<file path="config.mk">
export PLATFORM = sky130hd
export DESIGN_NAME = uart_rx
export DESIGN_NICKNAME = d
export VERILOG_FILES = /design/src/rtl/uart_rx.sv
export SDC_FILE = /design/constraint.sdc
export NUM_CORES = 1
export LEC_CHECK = 0
export BUFFER_PORTS_ARGS = -buffer_cell sky130_fd_sc_hd__buf_2
export CORE_UTILIZATION = 45
export CTS_BUF_LIST = sky130_fd_sc_hd__clkbuf_2
export DETAILED_ROUTE_END_ITERATION = 8
export RECOVER_POWER = 100
export SYNTH_ARGS = -nofsm -noshare
export SYNTH_HDL_FRONTEND = slang
export SYNTH_SLANG_ARGS = --single-unit
</file>
<file path="constraint.sdc">
create_clock -name sys_clk_i -period 3.7 [get_ports sys_clk_i]
set_clock_uncertainty 0.1 [all_clocks]
set_input_delay 0.185 -clock sys_clk_i [delete_from_list [all_inputs] [get_ports sys_clk_i]]
set_output_delay 0.185 -clock sys_clk_i [all_outputs]
set_load 0.01 [all_outputs]
</file>
<file path="src/rtl/uart_rx.sv">
// 8N1 serial receiver with a small first-word-fall-through receive FIFO.
// Each bit is sampled near its centre; completed bytes are pushed one clock after the stop-bit sample.
module uart_rx #(
  parameter int CLK_HZ     = 100000000,
  parameter int BAUD       = 115200,
  parameter int FIFO_DEPTH = 4
) (
  input  logic       sys_clk_i,
  input  logic       sys_rstn_i,
  input  logic       uart_rx_i,
  input  logic       uart_rd_i,
  input  logic       uart_clr_i,
  output logic [7:0] uart_dat_o,
  output logic       uart_valid_o,
  output logic       uart_ferr_o,
  output logic       uart_ovf_o
);

  localparam int CLKS_PER_BIT = CLK_HZ / BAUD;
  localparam int HALF_BIT     = CLKS_PER_BIT / 2;
  localparam int CW           = $clog2(CLKS_PER_BIT + 1);
  localparam int AW           = $clog2(FIFO_DEPTH);
  localparam int NW           = AW + 1;

  localparam logic [CW-1:0] CNT_HALF_LAST = CW'(HALF_BIT - 1);
  localparam logic [CW-1:0] CNT_BIT_LAST  = CW'(CLKS_PER_BIT - 1);
  localparam logic [NW-1:0] FIFO_FULL_CNT = NW'(FIFO_DEPTH);

  typedef enum logic [2:0] {
    IDLE,
    START,
    DATA,
    STOP,
    WAIT_HIGH
  } state_t;

  // Both flops reset high so a reset release never looks like a start bit.
  logic rx_meta_reg;
  logic rx_s_reg;

  always_ff @(posedge sys_clk_i or negedge sys_rstn_i) begin
    if (!sys_rstn_i) begin
      rx_meta_reg <= 1'b1;
      rx_s_reg    <= 1'b1;
    end else begin
      rx_meta_reg <= uart_rx_i;
      rx_s_reg    <= rx_meta_reg;
    end
  end

  state_t        state_reg;
  logic [CW-1:0] cnt_reg;
  logic [2:0]    idx_reg;
  logic [7:0]    shift_reg;
  logic          push_reg;
  logic          ferr_reg;

  always_ff @(posedge sys_clk_i or negedge sys_rstn_i) begin
    if (!sys_rstn_i) begin
      state_reg <= IDLE;
      cnt_reg   <= '0;
      idx_reg   <= '0;
      shift_reg <= '0;
      push_reg  <= 1'b0;
      ferr_reg  <= 1'b0;
    end else begin
      push_reg <= 1'b0;
      // A framing error later in this block overrides the clear.
      if (uart_clr_i) begin
        ferr_reg <= 1'b0;
      end
      case (state_reg)
        IDLE: begin
          cnt_reg <= '0;
          if (!rx_s_reg) begin
            state_reg <= START;
          end
        end
        START: begin
          if (cnt_reg == CNT_HALF_LAST) begin
            cnt_reg <= '0;
            idx_reg <= '0;
            if (rx_s_reg) begin
              state_reg <= IDLE;
            end else begin
              state_reg <= DATA;
            end
          end else begin
            cnt_reg <= cnt_reg + CW'(1);
          end
        end
        DATA: begin
          if (cnt_reg == CNT_BIT_LAST) begin
            cnt_reg            <= '0;
            shift_reg[idx_reg] <= rx_s_reg;
            if (idx_reg == 3'd7) begin
              state_reg <= STOP;
            end else begin
              idx_reg <= idx_reg + 3'd1;
            end
          end else begin
            cnt_reg <= cnt_reg + CW'(1);
          end
        end
        STOP: begin
          if (cnt_reg == CNT_BIT_LAST) begin
            cnt_reg <= '0;
            if (rx_s_reg) begin
              push_reg  <= 1'b1;
              state_reg <= IDLE;
            end else begin
              ferr_reg  <= 1'b1;
              state_reg <= WAIT_HIGH;
            end
          end else begin
            cnt_reg <= cnt_reg + CW'(1);
          end
        end
        WAIT_HIGH: begin
          // Holding here keeps a break condition from decoding as endless 0x00 frames.
          cnt_reg <= '0;
          if (rx_s_reg) begin
            state_reg <= IDLE;
          end
        end
        default: begin
          state_reg <= IDLE;
          cnt_reg   <= '0;
        end
      endcase
    end
  end

  logic [AW-1:0] wr_ptr_reg;
  logic [AW-1:0] rd_ptr_reg;
  logic [NW-1:0] count_reg;
  logic          ovf_reg;
  logic          fifo_empty;
  logic          fifo_full;
  logic          do_pop;
  logic          do_push;
  logic [7:0]    entry_data [FIFO_DEPTH];

  assign fifo_empty = (count_reg == '0);
  assign fifo_full  = (count_reg == FIFO_FULL_CNT);
  assign do_pop     = uart_rd_i && !fifo_empty;
  // A simultaneous pop frees the slot, so a full FIFO still accepts the push.
  assign do_push    = push_reg && (!fifo_full || do_pop);

  genvar gi;
  generate
    for (gi = 0; gi < FIFO_DEPTH; gi++) begin : g_entry
      logic [7:0] data_reg;
      logic       wr_sel;

      assign wr_sel = do_push && (wr_ptr_reg == AW'(gi));

      always_ff @(posedge sys_clk_i) begin
        if (wr_sel) begin
          data_reg <= shift_reg;
        end
      end

      assign entry_data[gi] = data_reg;
    end
  endgenerate

  always_ff @(posedge sys_clk_i or negedge sys_rstn_i) begin
    if (!sys_rstn_i) begin
      wr_ptr_reg <= '0;
      rd_ptr_reg <= '0;
      count_reg  <= '0;
      ovf_reg    <= 1'b0;
    end else begin
      if (do_push) begin
        wr_ptr_reg <= wr_ptr_reg + AW'(1);
      end
      if (do_pop) begin
        rd_ptr_reg <= rd_ptr_reg + AW'(1);
      end
      case ({do_push, do_pop})
        2'b10:   count_reg <= count_reg + NW'(1);
        2'b01:   count_reg <= count_reg - NW'(1);
        default: count_reg <= count_reg;
      endcase
      if (push_reg && !do_push) begin
        ovf_reg <= 1'b1;
      end else if (uart_clr_i) begin
        ovf_reg <= 1'b0;
      end
    end
  end

  assign uart_dat_o   = fifo_empty ? 8'h00 : entry_data[rd_ptr_reg];
  assign uart_valid_o = !fifo_empty;
  assign uart_ferr_o  = ferr_reg;
  assign uart_ovf_o   = ovf_reg;

endmodule

</file>
==> results.yml, run 1 <==
worst_setup_path:
  crit_type: "reg -> reg"
  crit_arrival_ps: 2660
  reg2regPathDepth: 4
  crit_path_max_incr_delay_ps: 700
  crit_slowest_cell: "nor3b_1"
  crit_buf_inv: 0
  r2r_end: "cnt_reg[4]"
  critPathRequiredTime_ps: 3950
  r2r_start: "cnt_reg[2]"
  cp_top_family: "simple AND/OR/NAND/NOR gates"
  rrSetupSlack_ps: 1290
  crit_chain: "nor3b_1 > nand3_1 > a32oi_1 > nor2_1"
  start_kind: "flip-flop"
  end_kind: "flip-flop"
  cp_max_fo: 10
clocking:
  cts_tree: "done"
  clk_path_buf_depth: 2
  ctsHoldBuffers: 4
  cts.reportedPaths.clkPinSlew_ps: 190
  clockRootBuffer: "clkbuf_2"
  cts_resized: 0
  insertion_delay_ps: 480
  cts_setup_buffers: 0
  h-tree-depth: 3
  cts_sinks: 68
  cts_made_buffers: 9
grt:
  grt_pass1_vias: 1826
  antenna_found_initial: 0
  grt_max_degree: 37
  grt_usage: 0.1585
  grt_pass1_wl_mm: 8.687
  overflow: 0
timing:
  hold_viol: 0
  maxSlewHeadroom: -0.3562
  clock.fmax_ghz: 0.4150
  fin_crit_sh: 0.6512
  tightest_slew_ps: 2034
  rsz0062_at_grt: "false"
  period_minus_slack_ps: 2409
  fin_tns_setup_ps: 0
  setup_viol: 0
  slew_viol_final: 37
  whs_ps: 225.7
layout:
  num_antenna_cells: 0
  largest_reg_flops: 32
  final_area_mm2: 0.003386
  nets: 274
  final_core_util: 0.5011
  syn2layout_area_growth_pct: 7.595
  multi_input_area_mm2: 0.001151
  seq_area_mm2: 0.001864
  drive_gt1_frac: 0.1660
  fillers: 595
die:
  fp.dieArea_mm2: 0.007332
  start_util: 0.4657
  fp.dieW_um: 85.63
  pin_count: 16
  die_y_um: 85.63
  placementRows: 30
  core_area_mm2: 0.006756
logic_synthesis:
  synth_top_cell_by_area: "edfxtp_1"
  ys_ff_latch: 68
  yosys.cell_types.count: 49
  syn_area_mm2: 0.003147
  yosys-top-cells-area: "edfxtp_1 31%, dfrtp_1 27%, mux4_2 5.7%"
  avgSynthCellArea_um2: 13.22
  yosysWarnings: 0
  synth_top_area_share: 0.3054
  syn-instance-count: 238
  syn_nets: 252
  synth_seq_area_share: 0.5924
run:
  drv_cap: 1
drt:
  vias: 1803
  drt_wl_total_mm: 5.083
  postRouteAntennaNets: 0
  drt_iter0_markers: 77
  wl_met3_um: 114
  vias_per_cell: 5.226
  drc: 0
  wl_met2_mm: 2.493
  wl_met1_mm: 2.393
  top_layer_used: "met4"
  wl_per_cell_um: 14.73
  dr.pass1.iters: 4
pwr:
  p_total_w: 0.001514
  pwr_density_cell_mw_per_mm2: 447.2
  ir_drop_mv: 0.1895
  power_leakage_nw: 1.422
place:
  dpl_cell_area_mm2: 0.003271
  io_buffers: 15
  gp_congestion: 0.7408
  dp_hpwl_mm: 3.400
min_path:
  hp-start: "uart_rx_i"
  hold_path_class: "in -> reg"
  hold_path_end: "rx_meta_reg"
  worstHoldPathCells: 2
status:
  violations: "capacitance limit, slew limit"
  status: "finished, violations left"
## Yosys cell counts, drive strengths merged
| master | number |
|---|---|
| a32oi | 1 |
| nor2 | 24 |
| a31oi | 1 |
| and2b | 1 |
| nand4 | 4 |
| xor2 | 4 |
| nor3b | 3 |
| nor4b | 1 |
| nor4bb | 1 |
| buf | 1 |
| o221ai | 1 |
| dfrtp | 34 |
| clkbuf | 7 |
| o21ai | 4 |
| nand2 | 13 |
| mux2 | 10 |
| or3 | 1 |
| nand2b | 3 |
| a21o | 1 |
| dfstp | 2 |
| a21oi | 5 |
| ha | 8 |
| fa | 1 |
| edfxtp | 32 |
| nor3 | 5 |
| mux2i | 2 |
| xnor2 | 10 |
| a211oi | 2 |
| nand3b | 2 |
| nor2b | 3 |
| and4bb | 1 |
| o22ai | 2 |
| mux4 | 8 |
| and2 | 14 |
| and3 | 2 |
| a2bb2oi | 1 |
| inv | 12 |
| or4 | 1 |
| and4b | 1 |
| nand3 | 8 |
| or2 | 1 |
## per-stage QoR
step,std cells,worst slack [ps]
2_1_floorplan,238,1639
3_3_place_gp,325,1635
3_5_place_dp,325,1578
4_1_cts,345,1205
5_1_grt,345,1023
6_report,345,1291
## worst max path at each step
stage | cells after the start | slack [ps] | endpoint | start
2_1_floorplan | 7 | 1640 | count_reg[1] | count_reg[1]
3_3_place_gp | 6 | 1630 | count_reg[1] | count_reg[1]
3_5_place_dp | 6 | 1580 | count_reg[1] | count_reg[1]
4_1_cts | 3 | 1210 | uart_dat_o[5] | rd_ptr_reg[0]
5_1_grt | 4 | 1020 | cnt_reg[8] | cnt_reg[2]
6_report | 4 | 1290 | cnt_reg[4] | cnt_reg[2]
## cell families after synthesis
logic type | share of synthesized area
adder cells (fa/ha/maj) | 0.03817
AO/OA/AOI/OAI | 0.04016
XOR/XNOR | 0.03896
flip-flops | 0.5924
buffers and inverters | 0.03062
AND/OR/NAND/NOR | 0.1602
multiplexers | 0.09940
## power breakdown
group,switching [W],internal [W]
Combinational,0.0000895,0.000104
Clock,0.000274,0.000160
Sequential,0.0000716,0.000815
## cells in the final DEF, fill, tap and decap left out, types with 9 or more instances in the layout
master    Yosys  final
and2_0        1      9
clkbuf_1      5      9
clkbuf_2      0      9
dfrtp_1      34     34
edfxtp_1     32     32
inv_1        12     12
mux2_2        9      9
nand2_1      12     12
nor2_1       24     24
xnor2_1      10     10
## worst reg2reg max path: stages (launching register included)
cell	delay, ps
dfrtp_1	470
nor3b_1	700
nand3_1	200
a32oi_1	700
nor2_1	120
## routing by layer
metal	up-vias	global-route usage
li1	895	-
met1	879	0.1918
met2	21	0.2633
met3	8	0.03465
met4	0	0.09091
met5	-	0
## cell type report
cell class,count,share of cell area
Sequential cell,68,0.5506
Multi-Input combinational cell,150,0.3400
Clock inverter,7,0.02254
Clock buffer,9,0.01330
Inverter,12,0.01330
Tap cell,80,0.02956
Timing Repair Buffer,19,0.03067
No activity file was read; power rests on OpenSTA's default activity.
==> run 2, diff against run 1 <==
==> constraint.sdc (replaced) <==
create_clock -name sys_clk_i -period 1.9 [get_ports sys_clk_i]
set_clock_uncertainty 0.1 [all_clocks]
set_input_delay 0.095 -clock sys_clk_i [delete_from_list [all_inputs] [get_ports sys_clk_i]]
set_output_delay 0.095 -clock sys_clk_i [all_outputs]
set_load 0.01 [all_outputs]
==> run 2 against run 1 <==
Effect of this change:
- the flow finishes with violations (setup timing)
- global-route usage rose by 1.1 points
- utilization rose by 5.5 points
- register-to-register slack got worse by 1400 ps
- cell area rose by 11%
- routed wire length rose by 10%
- sequential share of layout area fell by 5.4 points
- clock power rose by 110%
- die area did not move
- flip-flop and latch count did not move
- clock-buffer cell count did not move
- final cell count rose by 9.0%
- critical endpoint is now uart_dat_o[3]
- largest cell class unchanged
- highest routed layer unchanged
==> results.yml, run 2 (synthesis gave the netlist of run 1 again) <==
clocking:
  insertion_delay_ps: 500
  cts_sinks: 68
  cts_made_buffers: 9
  h-tree-depth: 3
  clockRootBuffer: "clkbuf_2"
  cts_tree: "done"
  cts.reportedPaths.clkPinSlew_ps: 220
  clk_path_buf_depth: 2
min_path:
  worstHoldPathCells: 2
  hp-start: "uart_rx_i"
  hold_path_class: "in -> reg"
  hold_path_end: "rx_meta_reg"
layout:
  fillers: 574
  num_antenna_cells: 0
  largest_reg_flops: 32
  layout_commonest_cell: "dfrtp_1"
  syn2layout_area_growth_pct: 19.40
  drive_gt1_frac: 0.3345
  final_cell_mix: "33 x dfrtp_1, 32 x edfxtp_1, 22 x nor2_1, 19 x buf_4, 12 x inv_1"
  nets: 305
drt:
  postRouteAntennaNets: 0
  wl_per_cell_um: 14.90
  vias: 1956
  dr.pass1.iters: 4
  drc: 0
  drt_iter0_markers: 72
  drt_wl_total_mm: 5.601
  vias_per_cell: 5.202
worst_setup_path:
  r2r_start: "count_reg[0]"
  end_kind: "output pin"
  start_kind: "flip-flop"
  crit_arrival_ps: 1850
  rrSetupSlack_ps: -100
  r2r_end: "count_reg[1]"
  reg2regPathDepth: 6
  cp_max_fo: 9
  crit_type: "reg -> out"
  critPathRequiredTime_ps: 1700
pwr:
  pwr_density_cell_mw_per_mm2: 864.8
  p_total_w: 0.003249
  ir_drop_mv: 0.3121
  power_leakage_nw: 1.633
timing:
  slew_viol_final: 0
  hold_viol: 0
  clock.fmax_ghz: 0.4891
  tightest_slew_ps: 1003
  whs_ps: 116.0
  setup_ws_ps: -144.5
  maxSlewHeadroom: 0.3293
  period_minus_slack_ps: 2045
  rsz0062_at_grt: "true"
  fin_crit_sh: 1.076
  setup_viol: 15
die:
  core_area_mm2: 0.006756
  pin_count: 16
  fp.dieArea_mm2: 0.007332
  placementRows: 30
  die_y_um: 85.63
  start_util: 0.4657
  fp.dieW_um: 85.63
grt:
  antenna_found_initial: 0
  grt_max_degree: 22
  grt_pass1_vias: 1890
  grt_usage: 0.1690
  overflow: 0
  grt_pass1_wl_mm: 9.246
place:
  gp_congestion: 0.7435
  dp_hpwl_mm: 3.601
  io_buffers: 15
run:
  drv_cap: 0
status:
  status: "finished, violations left"
  violations: "setup timing"
## run 2: stage by stage
step	instances	util	area, um^2	setup TNS [ps]	worst slack (ps)
final	376	0.5561	3757	-1214	-144.5
after global routing	376	0.5561	3757	-5553	-254.8
after CTS	370	0.5409	3655	-1633	-209.2
after detailed placement	344	0.5059	3418	-11.19	-11.19
after global placement	344	0.5059	3418	0	44.37
after floorplan	238	-	3162	-76.95	-76.95
## run 2: final cells by class
class / instances / area, um^2 / area share
clock buffers: 9 / 45.04 / 0.01199
repair buffers: 50 / 375.4 / 0.09990
well taps: 80 / 100.1 / 0.02664
inverters: 12 / 45.04 / 0.01199
flip-flops and latches: 68 / 1866 / 0.4965
multi-input cells: 150 / 1246 / 0.3317
clock inverters: 7 / 80.08 / 0.02131
## run 2: routing by layer
layer | global-route usage | vias to the layer above | wire (um)
li1 | - | 953 | -
met1 | 0.2247 | 958 | 2712
met2 | 0.2575 | 32 | 2628
met3 | 0.03465 | 13 | 116
met4 | 0.1015 | 0 | 143
met5 | 0 | - | 0
## run 2: power by group
part	internal (W)	switching (W)	total [W]	leakage, nW
Sequential	0.00159	0.0000813	0.00167	0.837
Clock	0.000322	0.000580	0.000902	0.0699
Combinational	0.000372	0.000305	0.000677	0.726
Total	0.00228	0.000966	0.00325	1.63
## run 2: how the worst max path moves through the flow
| stage | startpoint | to | slack, ps | cells past startpoint |
|---|---|---|---|---|
| 2_1_floorplan | count_reg[1] | count_reg[1] | -80 | 7 |
| 3_3_place_gp | cnt_reg[1] | shift_reg[1] | 40 | 5 |
| 3_5_place_dp | count_reg[1] | count_reg[1] | -10 | 6 |
| 4_1_cts | rd_ptr_reg[0] | uart_dat_o[1] | -210 | 4 |
| 5_1_grt | rd_ptr_reg[0] | uart_dat_o[3] | -250 | 4 |
| 6_report | rd_ptr_reg[0] | uart_dat_o[3] | -140 | 4 |
## run 2: critical path: stages (launching register included)
cell	delay, ps
dfrtp_1	410
buf_8	160
mux4_2	490
and2_1	160
buf_2	130
## run 2: timing repair
action,CTS,global route
resized for setup,9,23
buffers inserted,4,6
pin swaps,3,9
setup endpoints to repair,16,50
hold buffers,6,0
endpoints found under the hold margin,42,0
